File: src/rtl/rr_arbiter_8.sv
// Eight-way round-robin arbiter with registered one-hot grant, binary index
// and a per-tenure hold counter that bounds ownership while others wait.
module rr_arbiter_8 #(
   parameter int unsigned MAX_HOLD = 15,
   parameter int unsigned CNT_W    = 4
) (
   input  logic             clk,
   input  logic             rst_n,
   input  logic [7:0]       req,
   output logic [7:0]       gnt,
   output logic [2:0]       gnt_idx,
   output logic             gnt_valid,
   output logic [CNT_W-1:0] hold_cnt
);

   typedef enum logic {
      IDLE  = 1'b0,
      GRANT = 1'b1
   } state_t;

   localparam logic [CNT_W-1:0] HOLD_LAST = CNT_W'((MAX_HOLD == 0) ? 0 : MAX_HOLD - 1);

   state_t           state_q, state_d;
   logic [7:0]       gnt_q, gnt_d;
   logic [2:0]       idx_q, idx_d;
   logic             valid_q, valid_d;
   logic [CNT_W-1:0] hold_q, hold_d;
   logic [2:0]       ptr_q, ptr_d;

   logic [7:0]       pick_req;
   logic [2:0]       pick_ptr;
   logic             pick_found;
   logic [2:0]       pick_idx;
   logic             owner_req;
   logic [7:0]       others;
   logic             timeout_hit;

   // First set bit of r in the order p+1, p+2, ..., p+8 (mod 8).
   function automatic logic [3:0] rr_pick(input logic [7:0] r, input logic [2:0] p);
      logic [3:0] res;
      logic [2:0] i;
      res = '0;
      for (int unsigned k = 1; k <= 8; k++) begin
         i = p + 3'(k);
         if (!res[3] && r[i]) begin
            res = {1'b1, i};
         end
      end
      return res;
   endfunction

   always_comb begin
      owner_req   = req[idx_q];
      others      = req & ~gnt_q;
      timeout_hit = (MAX_HOLD != 0) && (hold_q == HOLD_LAST);

      // A single search serves all cases: in GRANT the owner sits at ptr
      // (lowest priority) and is masked out when it is still requesting.
      pick_req = req;
      pick_ptr = ptr_q;
      if (state_q == GRANT) begin
         pick_req = owner_req ? others : req;
         pick_ptr = idx_q;
      end
      {pick_found, pick_idx} = rr_pick(pick_req, pick_ptr);
   end

   always_comb begin
      state_d = state_q;
      gnt_d   = gnt_q;
      idx_d   = idx_q;
      valid_d = valid_q;
      hold_d  = hold_q;
      ptr_d   = ptr_q;

      unique case (state_q)
         IDLE: begin
            if (pick_found) begin
               state_d = GRANT;
               gnt_d   = 8'b1 << pick_idx;
               idx_d   = pick_idx;
               valid_d = 1'b1;
               hold_d  = '0;
               ptr_d   = pick_idx;
            end
         end
         GRANT: begin
            if (!owner_req || (timeout_hit && (others != '0))) begin
               if (pick_found) begin
                  gnt_d   = 8'b1 << pick_idx;
                  idx_d   = pick_idx;
                  valid_d = 1'b1;
                  hold_d  = '0;
                  ptr_d   = pick_idx;
               end else begin
                  state_d = IDLE;
                  gnt_d   = '0;
                  valid_d = 1'b0;
                  hold_d  = '0;
               end
            end else if (timeout_hit) begin
               hold_d = '0;
            end else if (hold_q != '1) begin
               hold_d = hold_q + 1'b1;
            end
         end
         default: begin
            state_d = IDLE;
         end
      endcase
   end

   always_ff @(posedge clk) begin
      if (!rst_n) begin
         state_q <= IDLE;
         gnt_q   <= '0;
         idx_q   <= '0;
         valid_q <= 1'b0;
         hold_q  <= '0;
         ptr_q   <= 3'd7;
      end else begin
         state_q <= state_d;
         gnt_q   <= gnt_d;
         idx_q   <= idx_d;
         valid_q <= valid_d;
         hold_q  <= hold_d;
         ptr_q   <= ptr_d;
      end
   end

   assign gnt       = gnt_q;
   assign gnt_idx   = idx_q;
   assign gnt_valid = valid_q;
   assign hold_cnt  = hold_q;

   a_onehot0 : assert property (@(posedge clk) disable iff (!rst_n) $onehot0(gnt_q));
   a_valid   : assert property (@(posedge clk) disable iff (!rst_n) valid_q == (gnt_q != '0));
   a_index   : assert property (@(posedge clk) disable iff (!rst_n)
                                valid_q |-> (gnt_q == (8'b1 << idx_q)));

endmodule

File: config.mk
export PLATFORM = sky130hd
export DESIGN_NAME = rr_arbiter_8
export DESIGN_NICKNAME = d
export VERILOG_FILES = /design/src/rtl/rr_arbiter_8.sv
export SDC_FILE = /design/constraint.sdc
export NUM_CORES = 1
export LEC_CHECK = 0
export BUFFER_PORTS_ARGS = -buffer_cell sky130_fd_sc_hd__buf_2
export CAP_MARGIN = 20
export CELL_PAD_IN_SITES_DETAIL_PLACEMENT = 0
export CELL_PAD_IN_SITES_GLOBAL_PLACEMENT = 1
export CORE_MARGIN = 2
export CORE_UTILIZATION = 40
export DETAILED_ROUTE_END_ITERATION = 6
export GPL_ROUTABILITY_DRIVEN = 0
export GPL_TIMING_DRIVEN = 0
export PLACE_DENSITY_LB_ADDON = 0.2
export SLEW_MARGIN = 20
export SYNTH_ARGS = -nofsm -noshare
export SYNTH_HDL_FRONTEND = slang
export SYNTH_SLANG_ARGS = --single-unit
File: constraint.sdc
create_clock -name clk -period 3.8 [get_ports clk]
set_clock_uncertainty 0.1 [all_clocks]
set_input_delay 0.76 -clock clk [delete_from_list [all_inputs] [get_ports clk]]
set_output_delay 0.76 -clock clk [all_outputs]
set_load 0.01 [all_outputs]
==> results.cfg <==
[global_route]
busiest_layer = met2
grt_use_met2_pct = 40.3
grt_antenna_before_repair = 0
grtUsageMet3_pct = 3.91
overflow = 0
grt_pass1_wl_mm = 11.9
use_met1_pct = 32.9
grtUsageTotal_pct = 24.2
grt_start_max_net_pins = 13
first_global_vias = 2318

[final_layout]
layout.nets = 348
n_antenna_cell = 0
fin_util_pct = 56.8
most-common-layout-cells = nand2_1 (34), buf_2 (26), buf_4 (22)
syn2layout_area_growth_pct = 39.4
fillers = 511
drive_gt1_share_pct = 38.2
final_common_cell = nand2_1

[timing]
period_share_pct = 99.7
hold_violations = 0
maxSlewViolCount = 0
rsz0062_at_grt = true
finalSetupTns_ns = 0
fmax_mhz = 264
setup_violations = 0
period_minus_slack_ns = 3.79
worst_pin_slew_ns = 0.645
maxSlewHeadroom_pct = 56.6

[critical_path]
max_stage_delay_ns = 0.57
start_kind = input pin
path_max_fanout = 9
rrSetupSlack_ns = 0.07
r2r_cells = 14
worstPathRequired_ns = 3.85
path_depth = 14
endpoint = gnt[1]$_SDFFE_PN0P_
crit_type = in2reg
r2r_start = gnt_idx[0]$_SDFFE_PN0P_
critical_path.top_delay_family = compound AO/OA/AOI/OAI gates
reg2reg_to = gnt[1]$_SDFFE_PN0P_
critPathBufInv = 4
critical_path_arrival_ns = 3.84
crit_start = req[5]
endpoint_kind = register
critical_path.cell_chain = buf_2, mux2_4, o221a_4, buf_12, a31oi_4, buf_6, o22ai_1, or4_4, or3_4, o21a_1, o221a_1, buf_6, o211a_1, a22o_1
cp_slowest_cell = or4_4
cp_common_cell = buf_6

[clock_network]
clkSlewWorstSetupHoldPaths_ns = 0.09
clk_path_buf_depth = 2
numCtsBuffers = 3
cts-root-buf = clkbuf_8
cts_tree = built
clk_latency_ns = 0.27
h-tree-depth = 1
cts_hold_buf = 0
cts.sinks = 20

[synth]
synth_edf_count = 0
yosysSeqAreaShare_pct = 18.1
synth_nets = 294
synth_cell_type_count = 60
syn_avg_cell_area_um2 = 7.86
syn-cell-area_um2 = 2220
yosys_most_used_dff = dfxtp_1
async_reset_ff_share_pct = 0
yosysWarnings = 0
netlist_instances = 282
ys_seq_elements = 20

[floorplan]
die_area_um2 = 6150
rows = 27
die_h_um = 78.4
fp.dieW_um = 78.4
coreArea_um2 = 5440
start_util_pct = 40.7
pin_count = 26

[status]
status = finished clean

[routing]
wirelength_mm = 7.59
drt_iter0_drc = 302
dr.pass1.iters = 5
vias = 2575
drc_errors = 0
final_antenna_net_count = 0
via_per_inst = 6.33
routedWlPerCell_um = 18.6

[place]
portBuffers = 25
hpwlAfterDp_mm = 5.35

[power_and_ir_drop]
power.leakage_nw = 1.17
p_per_area_nw_per_um2 = 993
peakVddDrop_mv = 0.535

[min_path]
min_path_type = reg2reg

[run]
cap_violations = 0
-- metrics by stage --
step	total power, mW	std cells	hold slack, ns	instance area (um2)	worst slack [ns]
global route	3.26	407	0.430	3090	-0.0269
global placement	2.18	379	0.376	2450	-0.977
floorplan	1.74	282	0.382	2240	0.0234
detailed placement	2.19	379	0.384	2450	-0.954
finish	3.07	407	0.391	3090	0.0117
CTS	2.81	397	0.396	2880	0.00240
-- synthesized netlist by cell type (all sizes together) (3+ instances only) --
library cell | instances | share of area, %
a21oi | 9 | 2.0
o21a | 3 | 1.0
dfxtp | 20 | 18
a32o | 6 | 2.7
mux2i | 12 | 5.6
a22o | 3 | 1.2
nor2 | 17 | 2.9
nand3 | 15 | 3.4
and3 | 3 | 0.85
nand2 | 35 | 6.0
a31oi | 12 | 6.9
nand4 | 3 | 0.85
a21boi | 5 | 1.7
mux2 | 8 | 4.2
a22oi | 3 | 1.0
xnor2 | 5 | 2.0
or4 | 5 | 1.7
a211oi | 4 | 1.6
o221ai | 3 | 1.2
o32ai | 5 | 2.0
or3 | 3 | 0.85
mux4 | 4 | 4.1
o21ai | 17 | 3.8
o22ai | 16 | 4.5
buf | 9 | 2.9
inv | 16 | 2.7
nor3 | 7 | 1.6
clkbuf | 7 | 1.2
-- worst min-delay path, cell delays in order, from the launching register on --
cell and delay, ns:
dfxtp_1 0.32, o21ai_0 0.06, a21boi_0 0.07
-- how the worst min path moves through the flow --
stage                                 from                     end  slack, ns  cells past startpoint
finish              gnt_valid$_SDFFE_PN0P_  gnt_valid$_SDFFE_PN0P_       0.39                      2
CTS                 gnt_valid$_SDFFE_PN0P_  gnt_valid$_SDFFE_PN0P_       0.40                      2
detailed placement  gnt_valid$_SDFFE_PN0P_  gnt_valid$_SDFFE_PN0P_       0.38                      2
floorplan            ptr_q[0]$_SDFFE_PN1P_   ptr_q[0]$_SDFFE_PN1P_       0.38                      2
global placement    gnt_valid$_SDFFE_PN0P_  gnt_valid$_SDFFE_PN0P_       0.38                      2
global route        gnt_valid$_SDFFE_PN0P_  gnt_valid$_SDFFE_PN0P_       0.43                      2
-- sequential cells by signal (all words and copies together), names as in the netlist --
register   count
state_q        1
hold_cnt       4
gnt_idx        3
gnt_valid      1
gnt            8
ptr_q          3
-- layer usage --
| metal | share of wire (%) | vias up |
|---|---|---|
| met1 | 45 | 1246 |
| met2 | 48 | 119 |
| met4 | 1.5 | 0 |
| li1 | - | 1195 |
| met3 | 6.1 | 15 |
| met5 | 0 | - |
-- report_power, final --
group | total, mW | switching [mW] | internal, mW
registers | 0.344 | 0.0769 | 0.267
logic | 2.51 | 1.41 | 1.10
clock network | 0.216 | 0.0754 | 0.141
-- cell families after synthesis --
kind of cell / Yosys count / synth area share, %
AND/OR/NAND/NOR: 99 / 21.5
multiplexers: 24 / 13.9
flip-flops: 20 / 18.1
buffers and inverters: 32 / 6.83
XOR/XNOR: 5 / 1.98
AO/OA/AOI/OAI: 100 / 36.6
adder cells (fa/ha/maj): 2 / 1.13
-- what timing repair did --
item / in CTS / in global routing
endpoints found under the setup margin: 20 / 18
pin swaps: 16 / 22
gates cloned: 1 / 1
setup buffers: 15 / 11
gates resized for setup: 43 / 34
-- area by class of cell --
cell class	instances	area [um2]	area share [%]
multi-input combinational	230	1960	63.5
sequential	20	400	13.0
timing repair buffer	53	383	12.4
buffer	12	121	3.93
tap	72	90.1	2.92
inverter	16	62.6	2.03
clock buffer	3	41.3	1.34
clock inverter	1	30.0	0.972
No activity file was read; power rests on OpenSTA's default activity.
